File: src/rtl/kolache_logic_seq.sv
// kolache_logic_seq: multi-cycle bitwise logic unit for the Kolache ALU.
// Operands are captured once, then processed SLICE bits per cycle through one
// narrow slice datapath; the result is held in DONE until the consumer takes it.
// Optional feature macro: KOLACHE_LOGIC_PARITY_EN adds a registered even-parity
// output of the result.
`timescale 1ns/1ps

// One SLICE-wide lane of the logic operation.
module kolache_logic_slice #(
  parameter int W = 8
) (
  input  logic [W-1:0] a_i,
  input  logic [W-1:0] b_i,
  input  logic [2:0]   op_i,
  output logic [W-1:0] y_o
);
  // Per-bit op decode; all eight codes are legal, 111 passes a through.
  always_comb begin
    case (op_i)
      3'b000:  y_o = a_i & b_i;
      3'b001:  y_o = a_i | b_i;
      3'b010:  y_o = a_i ^ b_i;
      3'b011:  y_o = ~(a_i & b_i);
      3'b100:  y_o = ~(a_i | b_i);
      3'b101:  y_o = ~(a_i ^ b_i);
      3'b110:  y_o = a_i & ~b_i;
      default: y_o = a_i;
    endcase
  end
endmodule

module kolache_logic_seq #(
  parameter int WIDTH = 32,
  parameter int SLICE = 8
) (
  input  logic             clk,
  input  logic             rst_n,
  input  logic             in_valid,
  output logic             in_ready,
  input  logic [WIDTH-1:0] a,
  input  logic [WIDTH-1:0] b,
  input  logic [2:0]       op,
  output logic             out_valid,
  input  logic             out_ready,
  output logic [WIDTH-1:0] y,
  output logic             zero
`ifdef KOLACHE_LOGIC_PARITY_EN
  ,output logic            parity
`endif
);
  generate
    if (SLICE < 1 || SLICE > WIDTH || (WIDTH % SLICE) != 0) begin : g_bad_cfg
      $error("kolache_logic_seq: SLICE must divide WIDTH and lie in 1..WIDTH");
    end
  endgenerate

  localparam int N  = WIDTH / SLICE;
  localparam int CW = (N > 1) ? $clog2(N) : 1;

  localparam logic [1:0] S_IDLE = 2'd0;
  localparam logic [1:0] S_RUN  = 2'd1;
  localparam logic [1:0] S_DONE = 2'd2;

  logic [1:0]             state_q, state_d;
  logic [CW-1:0]          cnt_q, cnt_d;
  logic [2:0]             op_q;
  // Operands and result viewed as N slices so the counter indexes them directly.
  logic [N-1:0][SLICE-1:0] a_q, b_q, y_q, y_d;
  logic                   zero_q, zero_d;
  logic [SLICE-1:0]       res;
  logic                   last;
  logic                   accept;

  assign accept = (state_q == S_IDLE) && in_valid;
  assign last   = (cnt_q == CW'(N - 1));

  kolache_logic_slice #(.W(SLICE)) u_slice (
    .a_i  (a_q[cnt_q]),
    .b_i  (b_q[cnt_q]),
    .op_i (op_q),
    .y_o  (res)
  );

  // Handshake outputs come straight from the state register.
  assign in_ready  = (state_q == S_IDLE);
  assign out_valid = (state_q == S_DONE);
  assign y         = y_q;
  assign zero      = zero_q;

`ifdef KOLACHE_LOGIC_PARITY_EN
  logic par_q, par_d;
  assign parity = par_q;
`endif

  // Next-state: sequence slices in RUN, latch flags from the completed word.
  always_comb begin
    state_d = state_q;
    cnt_d   = cnt_q;
    y_d     = y_q;
    zero_d  = zero_q;
`ifdef KOLACHE_LOGIC_PARITY_EN
    par_d   = par_q;
`endif
    case (state_q)
      S_IDLE: begin
        if (in_valid) begin
          state_d = S_RUN;
          cnt_d   = '0;
        end
      end
      S_RUN: begin
        y_d[cnt_q] = res;
        cnt_d      = cnt_q + 1'b1;
        if (last) begin
          state_d = S_DONE;
          // Flags see the word including the slice written on this edge.
          zero_d  = (y_d == '0);
`ifdef KOLACHE_LOGIC_PARITY_EN
          par_d   = ^y_d;
`endif
        end
      end
      S_DONE: begin
        if (out_ready) state_d = S_IDLE;
      end
      default: state_d = S_IDLE;
    endcase
  end

  // Control and result registers; reset aborts any operation in flight.
  always_ff @(posedge clk or negedge rst_n) begin
    if (!rst_n) begin
      state_q <= S_IDLE;
      cnt_q   <= '0;
      y_q     <= '0;
      zero_q  <= 1'b0;
    end else begin
      state_q <= state_d;
      cnt_q   <= cnt_d;
      y_q     <= y_d;
      zero_q  <= zero_d;
    end
  end

  // Operand capture only on the accept edge; later input changes are ignored.
  always_ff @(posedge clk or negedge rst_n) begin
    if (!rst_n) begin
      a_q  <= '0;
      b_q  <= '0;
      op_q <= 3'b000;
    end else if (accept) begin
      a_q  <= a;
      b_q  <= b;
      op_q <= op;
    end
  end

`ifdef KOLACHE_LOGIC_PARITY_EN
  // Parity register, updated alongside the zero flag.
  always_ff @(posedge clk or negedge rst_n) begin
    if (!rst_n) par_q <= 1'b0;
    else        par_q <= par_d;
  end
`endif

endmodule

File: config.mk
export PLATFORM = sky130hd
export DESIGN_NAME = kolache_logic_seq
export DESIGN_NICKNAME = d
export VERILOG_FILES = /design/src/rtl/kolache_logic_seq.sv
export SDC_FILE = /design/constraint.sdc
export NUM_CORES = 1
export LEC_CHECK = 0
export CAP_MARGIN = 20
export CORE_MARGIN = 1.5
export CORE_UTILIZATION = 52
export DETAILED_ROUTE_END_ITERATION = 10
export GPL_ROUTABILITY_DRIVEN = 0
export PLACE_DENSITY = 0.8
export SLEW_MARGIN = 25
export SYNTH_ARGS = -nofsm -noshare
export SYNTH_HDL_FRONTEND = slang
export SYNTH_SLANG_ARGS = --single-unit
File: constraint.sdc
create_clock -name clk -period 4 [get_ports clk]
set_input_delay 0.8 -clock clk [delete_from_list [all_inputs] [get_ports clk]]
set_output_delay 0.8 -clock clk [all_outputs]
set_load 0.02 [all_outputs]
* Word-level counts from Yosys, hierarchy flattened *
Cells that the tools add are included.

operators by class
  add/sub/neg operators = 1
  $lt $le $gt $ge = 2
  eq/ne operators = 12
  muxes and demuxes = 14
  bitwise logic cells = 8
  reduce and logical (&&, ||, !) cells = 9

operators with widths
  kind                                                                   count
  8-bit case mux with 7 select lines                                     1
  8-bit binary-select mux with 2-bit select                              2
  32-bit bitwise mux                                                     1
  32-bit logical NOT                                                     1
  8-bit inverter                                                         4
  8-bit 2-to-1 mux                                                       3
  8-bit bitwise AND                                                      2
  8-bit demux with 2-bit select                                          1
  3-bit == test (second input constant)                                  3
  2-bit 2-to-1 mux                                                       4
  8-bit OR                                                               1
  8-bit XOR                                                              1
  3-bit by 2-bit == test with 1-bit output (second input constant)       2
  2-bit case mux with 3 select lines                                     1
  2-bit == test (second input constant)                                  2
  2-bit inequality test (second input constant)                          2
  2-bit case mux with 2 select lines                                     1
  2-bit AND reduction                                                    2
  3-bit by 1-bit == test with 1-bit output (second input constant)       1
  3-bit logical NOT                                                      1
  2-bit by 3-bit < comparator with 1-bit output (second input constant)  1
  3-bit AND reduction                                                    1
  2-bit by 1-bit adder with 2-bit output (second input constant)         1
  2-bit by 1-bit == test with 1-bit output (second input constant)       1
  other kinds (5)                                                        6

storage, ports and cells
  flip-flop bits (word level) = 104
  bits of input ports = 71
  output and inout bits = 35
  logic and storage cells = 62

* Logic depth before layout (Yosys ltp) *
Gate-level depths: netlist of the first run.

  depth in word-level cells = 7
  mapped depth = 12
  gate-level depth less buffers = 10

* Cells and area by module *
A second synthesis of the first run with hierarchy kept.

unflattened totals
  cells, all modules = 584
  area total of the unflattened synthesis = 5590.4 um2

by module, submodules not included
  module               times used  cells each  area each (um2)  seq. area each (um2)
  kolache_logic_seq    1           447         4581.9           2602.5
  kolache_logic_slice  1           137         1008.5           0.0

* Least setup slack after synthesis of the first run *
Ideal clock, no wire load.

  path kind = register to register
  from = register cnt_q[1]
  to = register zero_q, in the netlist zero
  library setup time = 66 ps
  data arrival time = 2864 ps
  data required time = 3934 ps
  slack = 1070 ps
  stages on the path, launching flop included = 13
  buffers on the path = 2
  clock period less this slack = 2930 ps
  path through = dfrtp_1 clkbuf_1 clkbuf_1 mux4_1 inv_1 ha_1 nor2b_1 a2111oi_0 o21ai_0 a31oi_1 o2111ai_1 nand4_1 a22o_1

between the ends
  cells in the longest elaborated chain, start to end = 7
  elaborated cells on any way between the ends = 22
  those cells by class = order compare (2); eq/ne (1); mux (8); bitwise (8); reduce/logical (3)

RTL lines
  element                                                       line    RTL
  start: declaration                                            65      logic [CW-1:0] cnt_q, cnt_d;
  start signal: assignment                                      139     cnt_q <= cnt_d;
  8-bit binary-select mux with 2-bit select (on tied branches)  79, 78
  8-bit 2-to-1 mux (on tied branches)                           79, 78
  8-bit inverter (tied with other cells)                        26      3'b110: y_o = a_i & ~b_i;
  8-bit bitwise AND (tied with other cells)                     26
  8-bit case mux with 7 select lines                            19      case (op_i)
  32-bit bitwise mux                                            112     y_d[cnt_q] = res;
  32-bit logical NOT                                            117     zero_d = (y_d == '0);
  end signal: assignment                                        141     zero_q <= zero_d;
  end: declaration                                              69      logic zero_q, zero_d;

Parallel ways exist; a longest one is shown, timed or not. The select of a mux whose other input is x is not followed.
A chain may end at the register's enable or synchronous reset.

* Worst setup path in the final report of the first run *
Same ends and word-level chain as after synthesis.

==> results of run 1 <==
[layout by cell type (no fill, tap or decap), types with 3 or more instances in the layout]
cell type and instances:
dfrtp_1 104, clkdlybuf4s50_1 104, mux2_2 78, nand2_1 45, o21ai_0 32, ha_1 28, inv_1 25, mux4_1 15
a21oi_1 11, nor2_1 10, clkbuf_8 9, nor4_1 7, nor2b_1 6, a22oi_1 6, o32ai_1 5, o2111ai_1 5
nand2b_1 4, mux2i_1 4, a22o_1 4, nand3_1 4, and3_1 3, inv_6 3
[power breakdown]
| part | internal (mW) | switching (mW) |
|---|---|---|
| Clock | 0.299 | 0.371 |
| Sequential | 1.57 | 0.421 |
| Combinational | 1.72 | 1.86 |
[final cells by class]
| cell class | count | area, um2 | share of cell area [%] |
|---|---|---|---|
| clock buffer | 10 | 128 | 1.88 |
| sequential | 104 | 2600 | 38.4 |
| tap | 136 | 170 | 2.51 |
| inverter | 25 | 93.8 | 1.38 |
| timing repair buffer | 108 | 1090 | 16.0 |
| clock inverter | 6 | 73.8 | 1.09 |
| multi-input combinational | 290 | 2630 | 38.7 |
[per-stage QoR]
step	std cells	power [mW]	instance area, um2
after floorplan	442	4.49	5440
after global placement	663	5.37	6580
after detailed placement	663	5.58	6580
after CTS	679	6.25	6780
after global routing	679	6.73	6780
final	679	6.24	6780
[worst paths after layout]
path,depth (start not counted),slack (ps),end
worst max-delay path,10,620,zero
min in group clk,2,500,y[26]
worst min register to register,2,500,y[26]
max in group asynchronous,2,2730,b_q[24]
worst min-delay path,1,450,a_q[29]
worst max register to register,10,620,zero
[sequential cells by signal (all words and copies together), names as in the netlist]
signal	flops
a_q	32
b_q	32
y	32
op_q	3
cnt_q	2
state_q	2
zero	1
[worst register-to-register path, delay by kind of cell, from the launching register on]
kind,cells,cell delay (ps)
AND/OR/NAND/NOR,2,270
flip-flops,1,890
multiplexers,1,470
adder cells (fa/ha/maj),1,250
AO/OA/AOI/OAI,5,1350
buffers and inverters,1,100
[per-layer routing]
layer  vias to the layer above  track usage (%)  part of all wire (%)
met5                         -                0                     0
met4                         0             8.90                   1.9
met3                        20             3.22                   5.2
met2                       137             37.1                    50
met1                      1945             29.2                    43
li1                       1812                -                     -
[kinds of logic (layout without fill, tap and decap cells)]
family	Yosys count	count (layout)	synth area share, %
mux	98	98	24.5
buf+inv	48	149	3.89
flops	104	104	47.8
fa+ha+maj	28	28	6.44
compound gates	81	81	10.3
simple gates	83	83	6.97
==> results_dict.tcl, run 1 <==
set metrics [dict create \
    num_cts_buffers 9 \
    powerDensity_nw_per_um2 920 \
    rsz_0062_raised_after_global_routing "no" \
    yosysSeqAreaShare_pct 47.8 \
    tritoncts_clock_tree "done" \
    share_of_layout_cells_above_drive_strength_1_pct 19.0 \
    netlist_instances 442 \
    syn2layout_area_growth_pct 24.7 \
    initial_core_util_pct 53.2 \
    post_drt_wl_per_cell_um 17.2 \
    detailed_place_hpwl_um 8670 \
    critical_path_buf_inv_count 1 \
    synthesis.area_um2 5440 \
    die_h_um 105 \
    final-hold-violation-count 0 \
    hold_buffers_post_cts 0 \
    vdd_ir_drop_max_mv 0.374 \
    critPathKind "flip-flop to flip-flop" \
    arrival_time_at_the_worst_endpoint_ps 3710 \
    synth_fp_nets 541 \
    grt_max_degree 80 \
    grt_remaining_overflow 0 \
    hold_slack_ps 445 \
    antenna_found_initial 0 \
    final_util_pct 66.3 \
    cts_repair_resize_count 0 \
    crit_path_cell_trace "mux4_1 > inv_1 > ha_1 > nor2b_1 > a2111oi_0 > o21ai_0 > a31oi_1 > o2111ai_1 > nand4_1 > a22o_1" \
    cts.path.max_buffers 2 \
    setup.worst_path.start_class "flip-flop" \
    core.rowCount 37 \
    slowest_stage "dfrtp_1" \
    synth.distinct_cells 44 \
    number_of_global_route_vias_before_repair 4052 \
    status "finished clean" \
    post-place-ws_ps 688 \
    antenna_left 0 \
    setup_ws_ps 617 \
    numPortBuffers 105 \
    core_region_area_um2 10200 \
    max_clock_freq_ghz 0.296 \
    die_w_um 105 \
    crit_path_max_incr_delay_ps 890 \
    cts_sinks 104 \
    rr_startpoint "cnt_q[1]" \
    clk_root_buffer_cell "clkbuf_8" \
    io-pin-count 106 \
    clk_pin_slew_ps 110 \
    timing.critical_path.required_ps 4320 \
    synth.top_cells.by_area "dfrtp_1 (48%), mux2_2 (16%), mux4_1 (7.2%)" \
    cts.repair_timing.setup_buffer_count 0 \
    critical_path.top_delay_family "compound AO/OA/AOI/OAI gates" \
    most_numerous_cell_in_the_yosys_netlist "dfrtp_1" \
    drt_wl_total_um 11700 \
    count_of_vias_placed_by_the_detailed_router 3914 \
    endpoint_kind "flip-flop" \
    ys.warnings.count 0 \
    htree_num_levels 3 \
    setup-violations-final 0 \
    synthDominantCellAreaShare_pct 47.8 \
    hp-class "primary input to asynchronous set/reset pin" \
    drcViolationCount 0 \
    die_area_um2 11100 \
    ys_seq_elements 104 \
    nets 637 \
    tightestPinTransition_ps 826 \
    synth-async-reset-ratio_pct 100 \
    grt_use_total_pct 22.2 \
    yosysTopAreaCell "dfrtp_1" \
    insertedDiodeCount 0 \
    drv_slew 0 \
    insertion_delay_ps 370 \
    fillers 759 \
    drt_first_iter_violations 193 \
    grt_pass1_wl_um 19300 \
    post-route-min-period_ps 3380 \
    setup_total_negative_slack_ps 0 \
    drtPass1Iterations 5 \
    timing.slew.headroom_pct 44.9 \
    worst_setup_path_startpoint "cnt_q[1]" \
    vias_per_cell 5.76 \
    post_synth_top_flop "dfrtp_1" \
    crit_path_max_fanout 20 \
    synth.cells.most_frequent "dfrtp_1 (104), mux2_2 (78), nand2_1 (45)" \
    static-leakage-power_nw 2.92 \
    synth-edff-count 0 \
    post_synth.cell_area_avg_um2 12.3 \
    final.period_utilization_pct 84.6 \
    drv_cap 0 \
    worst_clock_skew_ps 17.7 \
]
(Power assumes the default switching activity.)
==> run 2, diff against run 1 <==
Clock period 4 ns to 3.35 ns, I/O delays scaled along.
==> run 2 against run 1 <==
  * Clock power up 24%
  * Sequential cell count unchanged
  * Utilization grew 0.91 points
  * Combinational power up 26%
  * Sequential share of layout area down 0.50 points
  * Highest routed layer unchanged
  * Critical path depth up 1
  * Wire length increased by 0.79%
  * Worst hold slack worse by 82 ps
  * Die area stayed put
  * Via count increased by 0.66%
  * Final cell count grew 1.0%
==> results_dict.tcl, run 2 (synthesis results as in run 1) <==
set metrics [dict create \
    number_of_global_route_vias_before_repair 3990 \
    cts.repair_timing.setup_buffer_count 0 \
    powerDensity_nw_per_um2 1110 \
    nets 644 \
    detailed_place_hpwl_um 8610 \
    sequentialPowerShare_pct 30.4 \
    cts_repair_resize_count 0 \
    static-leakage-power_nw 2.96 \
    dp.cells 670 \
    final.period_utilization_pct 95.2 \
    antenna_left 0 \
    numPortBuffers 105 \
    syn2layout_area_growth_pct 26.4 \
    timing.reg2reg.worst_path_depth 11 \
    cts_sinks 104 \
    grt_remaining_overflow 0 \
    drv_slew 0 \
    setup.worst_path.start_class "flip-flop" \
    max_clock_freq_ghz 0.314 \
    post-route-min-period_ps 3190 \
    initial_core_util_pct 53.2 \
    arrival_time_at_the_worst_endpoint_ps 3500 \
    num_cts_buffers 9 \
    rsz_0062_raised_after_global_routing "no" \
    timing.critical_path.required_ps 3660 \
    grt_max_degree 105 \
    worst_clock_skew_ps 14.4 \
    drcViolationCount 0 \
    hold_buffers_post_cts 0 \
    final_util_pct 67.2 \
    placed_area_um2 6660 \
    endpoint_kind "flip-flop" \
    io-pin-count 106 \
    power_report.internal_total_mw 4.43 \
    antenna_found_initial 0 \
    power_switching_mw 3.23 \
    switching_share_pct 42.2 \
    combinationalPowerShare_pct 58.8 \
    post_drt_wl_per_cell_um 17.2 \
    worst_setup_path_startpoint "cnt_q[0]" \
    grt_pass1_wl_um 19700 \
    share_of_layout_cells_above_drive_strength_1_pct 20.5 \
    core_region_area_um2 10200 \
    drt_wl_total_um 11800 \
    setup.worst_path.end "zero" \
    clockPowerShare_pct 10.8 \
    critPathKind "flip-flop to flip-flop" \
    insertedDiodeCount 0 \
    tritoncts_clock_tree "done" \
    mostFrequentLayoutCell "clkdlybuf4s50_1" \
    die_area_um2 11100 \
    tightestPinTransition_ps 740 \
    drt_first_iter_violations 264 \
    layout_common_cells "clkdlybuf4s50_1 (104), dfrtp_1 (103), mux2_2 (78)" \
    count_of_vias_placed_by_the_detailed_router 3940 \
    worstReg2RegEnd "zero" \
    fin_area_um2 6880 \
    die_h_um 105 \
    vias_per_cell 5.74 \
    core.rowCount 37 \
    clk_pin_slew_ps 100 \
    hp-class "primary input to asynchronous set/reset pin" \
    final-hold-violation-count 0 \
    final_cell_count_no_fill 686 \
    drtPass1Iterations 7 \
    grt_use_total_pct 22.6 \
    clk_root_buffer_cell "clkbuf_8" \
    crit_path_max_fanout 19 \
    timing.slew.headroom_pct 50.7 \
    die_w_um 105 \
    worst_case_register_to_register_setup_slack_ps 160 \
    hold_slack_ps 363 \
    insertion_delay_ps 370 \
    cts.path.max_buffers 2 \
    setup_total_negative_slack_ps 0 \
    vdd_ir_drop_max_mv 0.507 \
    htree_num_levels 3 \
    rr_startpoint "cnt_q[0]" \
    drv_cap 0 \
    status "finished clean" \
    setup-violations-final 0 \
]
[run 2: power by group through the flow]
stage               Combinational [mW]  Sequential [mW]  Clock, mW
finish                            4.50             2.33      0.829
global route                      4.96             2.41      0.902
CTS                               4.48             2.33      0.843
detailed placement                4.45             2.36          0
global placement                  4.21             2.33          0
floorplan                         2.99             2.37          0
[run 2: per-stage QoR]
step | power, mW | setup slack [ps]
after floorplan | 5.36 | 420
after global placement | 6.54 | 278
after detailed placement | 6.81 | 96.6
after CTS | 7.66 | 79.5
after global routing | 8.27 | 40.0
final | 7.66 | 161
[run 2: how the worst min path moves through the flow]
stage                          to  slack (ps)  cells past startpoint
after global placement      y[31]         470                      2
after detailed placement    y[25]         470                      2
after global routing      a_q[21]         390                      2
after CTS                    y[6]         380                      2
final                     a_q[21]         360                      2
after floorplan            a_q[0]         370                      0
[run 2: cell type report]
cell class / instances / area, um2
Timing Repair Buffer: 115 / 1160
Inverter: 25 / 93.8
Sequential cell: 104 / 2600
Clock buffer: 10 / 138
Clock inverter: 6 / 76.3
Fill cell: 753 / 3360
Multi-Input combinational cell: 290 / 2630
Tap cell: 136 / 170
[run 2: critical path, stage by stage (launching register included)]
cell and delay (ps):
dfrtp_1 380, buf_12 190, mux4_1 640, inv_1 110
ha_1 250, nor2b_1 130, a2111oi_0 460, o21ai_1 230
a31oi_1 310, o2111ai_1 170, nand4_1 130, a22o_1 120
[run 2: per-layer routing]
layer | up-vias | wire [um] | track usage [%]
met5 | - | 0 | 0
met4 | 0 | 197 | 8.41
met3 | 16 | 608 | 3.65
met2 | 143 | 5850 | 37.3
met1 | 1955 | 5130 | 30.2
li1 | 1826 | - | -
==> run 3, diff against run 2 <==
Settings changed: TNS_END_PERCENT from default to 50.
==> results of run 3 <==
Same layout as run 2: the final DEF is identical, and so are final timing and power.
==> edit: new RTL, flow settings as in run 1 <==
Change the parameter `WIDTH` from 32 to 64.
--- a/src/rtl/kolache_logic_seq.sv
+++ b/src/rtl/kolache_logic_seq.sv
@@ -30,7 +30,7 @@
 endmodule
 
 module kolache_logic_seq #(
-  parameter int WIDTH = 32,
+  parameter int WIDTH = 64,
   parameter int SLICE = 8
 ) (
   input  logic             clk,
Interface: changed (resized a, b and y); port bits go from 106 to 202. No check against the original RTL was run, so the function may have changed too.
==> edit against run 1 <==
- sequential cell count increased by 97
- hold slack got worse by 130 ps
- synthesized cell count increased to 2.6 times the old value
- power increased by 100%
- final area increased by 95%
- area after synthesis increased by 87%
- setup slack got worse by 460 ps
- routed wire length increased by 140%
- critical endpoint unchanged
- largest cell class is now registers
- largest power group unchanged
- highest routed layer unchanged
==> edit: results (changes against run 1) <==
Global route
  – First-pass GRT wire length: 46.0 mm (+140%)
  – Largest net degree at the start of global routing: 85 (+6.3%)
  – Met3 Resource Use GR: 4.09% (+0.88 points)
  – Met1 global-route usage: 39.7% (+10 points)
  – GRT Total Usage: 28.7% (+6.5 points)

Synth
  – Yosys cell types: 63 (+43%)
  – Commonest cells in the netlist: nand2_1 (497), dfrtp_1 (201), o21ai_0 (82), clkbuf_1 (47), mux2i_1 (35)
  – Syn_area_per_cell: 8.70 um2 (-29%)
  – Synth Net Count: 1329 (+150%)
  – Top area cells in the synthesized netlist: dfrtp_1 (50%), nand2_1 (18%), o21ai_0 (4.0%), mux2i_1 (3.4%), ha_1 (3.2%)

Finish
  – Nets@finish: 1517 (+140%)
  – Layout cells sized above 1: 8.68% (-10 points)

Place
  – Total placed cells including tap cells: 1592 (+140%)
  – Post-DP HPWL: 20.6 mm (+140%)
  – Port buffer count: 201 (+91%)

Detailed routing
  – DR WL/cell: 17.4 um (+1.3%)
  – Final wirelength: 28.5 mm (+140%)
  – Initial DRT Pass Iterations: 7 (+2)

Critical path
  – Reg2Reg Depth: 13 (+3)
  – Worst Path Max Fanout: 17 (-15%)
  – Reg2reg setup slack: 160 ps (-460 ps)
  – CP Data Arrival Time: 4260 ps (+550 ps)

Pwr
  – Worst VDD drop: 0.532 mV (+42%)
  – LEAKAGE: 6.32 nW (+120%)

Clock tree
  – CTS Buf Count: 21 (+12)
  – Reg clk slew, reported paths: 70 ps (-40 ps)
  – Worst skew pair latency: 510 ps (+140 ps)
  – CTS Buffer Depth: 3 (+1)

Timing
  – Setup Skew: 10.9 ps (-6.81 ps)

Floorplan
  – Initial core utilization: 53.6% (+0.42 points)

Status
  – Status: finished clean
==> edit: cell count changes after synthesis, sizes merged, moves of 6 or more <==
cell    change
clkbuf     +36
o21ai      +50
nand2     +452
mux2       -67
nor3       +10
a21oi      +11
mux2i      +33
o22ai       +7
dfrtp      +97
buf        +16
a22oi       +8
nor2       +20
a211oi      +6
==> edit: how the worst max path moves through the flow <==
stage / from / end / depth (start not counted)
floorplan: cnt_q[2] / zero / 16
global placement: cnt_q[2] / zero / 12
detailed placement: cnt_q[2] / zero / 12
CTS: cnt_q[2] / zero / 13
global route: cnt_q[2] / zero / 13
finish: cnt_q[2] / zero / 13
==> edit: final cells by class <==
| cell class | instances | area, um2 |
|---|---|---|
| Clock buffer | 27 | 588 |
| Clock inverter | 11 | 143 |
| Fill cell | 1448 | 5700 |
| Inverter | 23 | 86.3 |
| Multi-Input combinational cell | 869 | 4730 |
| Sequential cell | 201 | 5040 |
| Tap cell | 260 | 325 |
| Timing Repair Buffer | 240 | 2350 |
==> edit: power groups by stage <==
stage / clock, W / combinational [W] / sequential (W)
2_1_floorplan: 0 / 0.00419 / 0.00374
4_1_cts: 0.00208 / 0.00669 / 0.00371
3_3_place_gp: 0 / 0.00634 / 0.00371
6_report: 0.00207 / 0.00682 / 0.00373
5_1_grt: 0.00216 / 0.00745 / 0.00384
3_5_place_dp: 0 / 0.00661 / 0.00373
==> edit: layer usage <==
| metal | share of wire, % | routed length, um |
|---|---|---|
| met5 | 0 | 0 |
| met4 | 3.0 | 858 |
| met3 | 6.5 | 1860 |
| met2 | 48 | 13600 |
| met1 | 43 | 12100 |
==> edit: critical path, stage by stage, from the launching register on <==
cell	delay [ps]
dfrtp_4	570
mux2_2	370
a221o_1	300
a222oi_1	330
buf_4	190
ha_1	240
mux2_2	270
a22oi_1	160
o32a_1	260
or2_4	230
a41oi_1	170
o221ai_1	240
o21ai_0	160
o31ai_2	250
==> edit: what timing repair did <==
item	in CTS	in global routing
setup endpoints to repair	1	1
pin swaps	1	0
gates resized for setup	0	8
setup buffers	1	0
gates cloned	0	0
==> edit: cells by family after synthesis <==
| family | Yosys count |
|---|---|
| buffers and inverters | 98 |
| muxes | 59 |
| adders and majority gates | 26 |
| DFF | 201 |
| AOI/OAI and AO/OA | 182 |
| and+or+nand+nor | 602 |
==> edit: stage by stage <==
step	hold slack (ps)	utilization, %	worst slack, ps	power [W]	instance area, um2
after floorplan	440	-	44.4	0.00793	10200
after global placement	455	65.9	203	0.0101	12500
after detailed placement	459	65.9	29.4	0.0103	12500
after CTS	359	69.8	28.1	0.0125	13200
after global routing	379	69.9	21.5	0.0135	13300
final	315	69.9	157	0.0126	13300
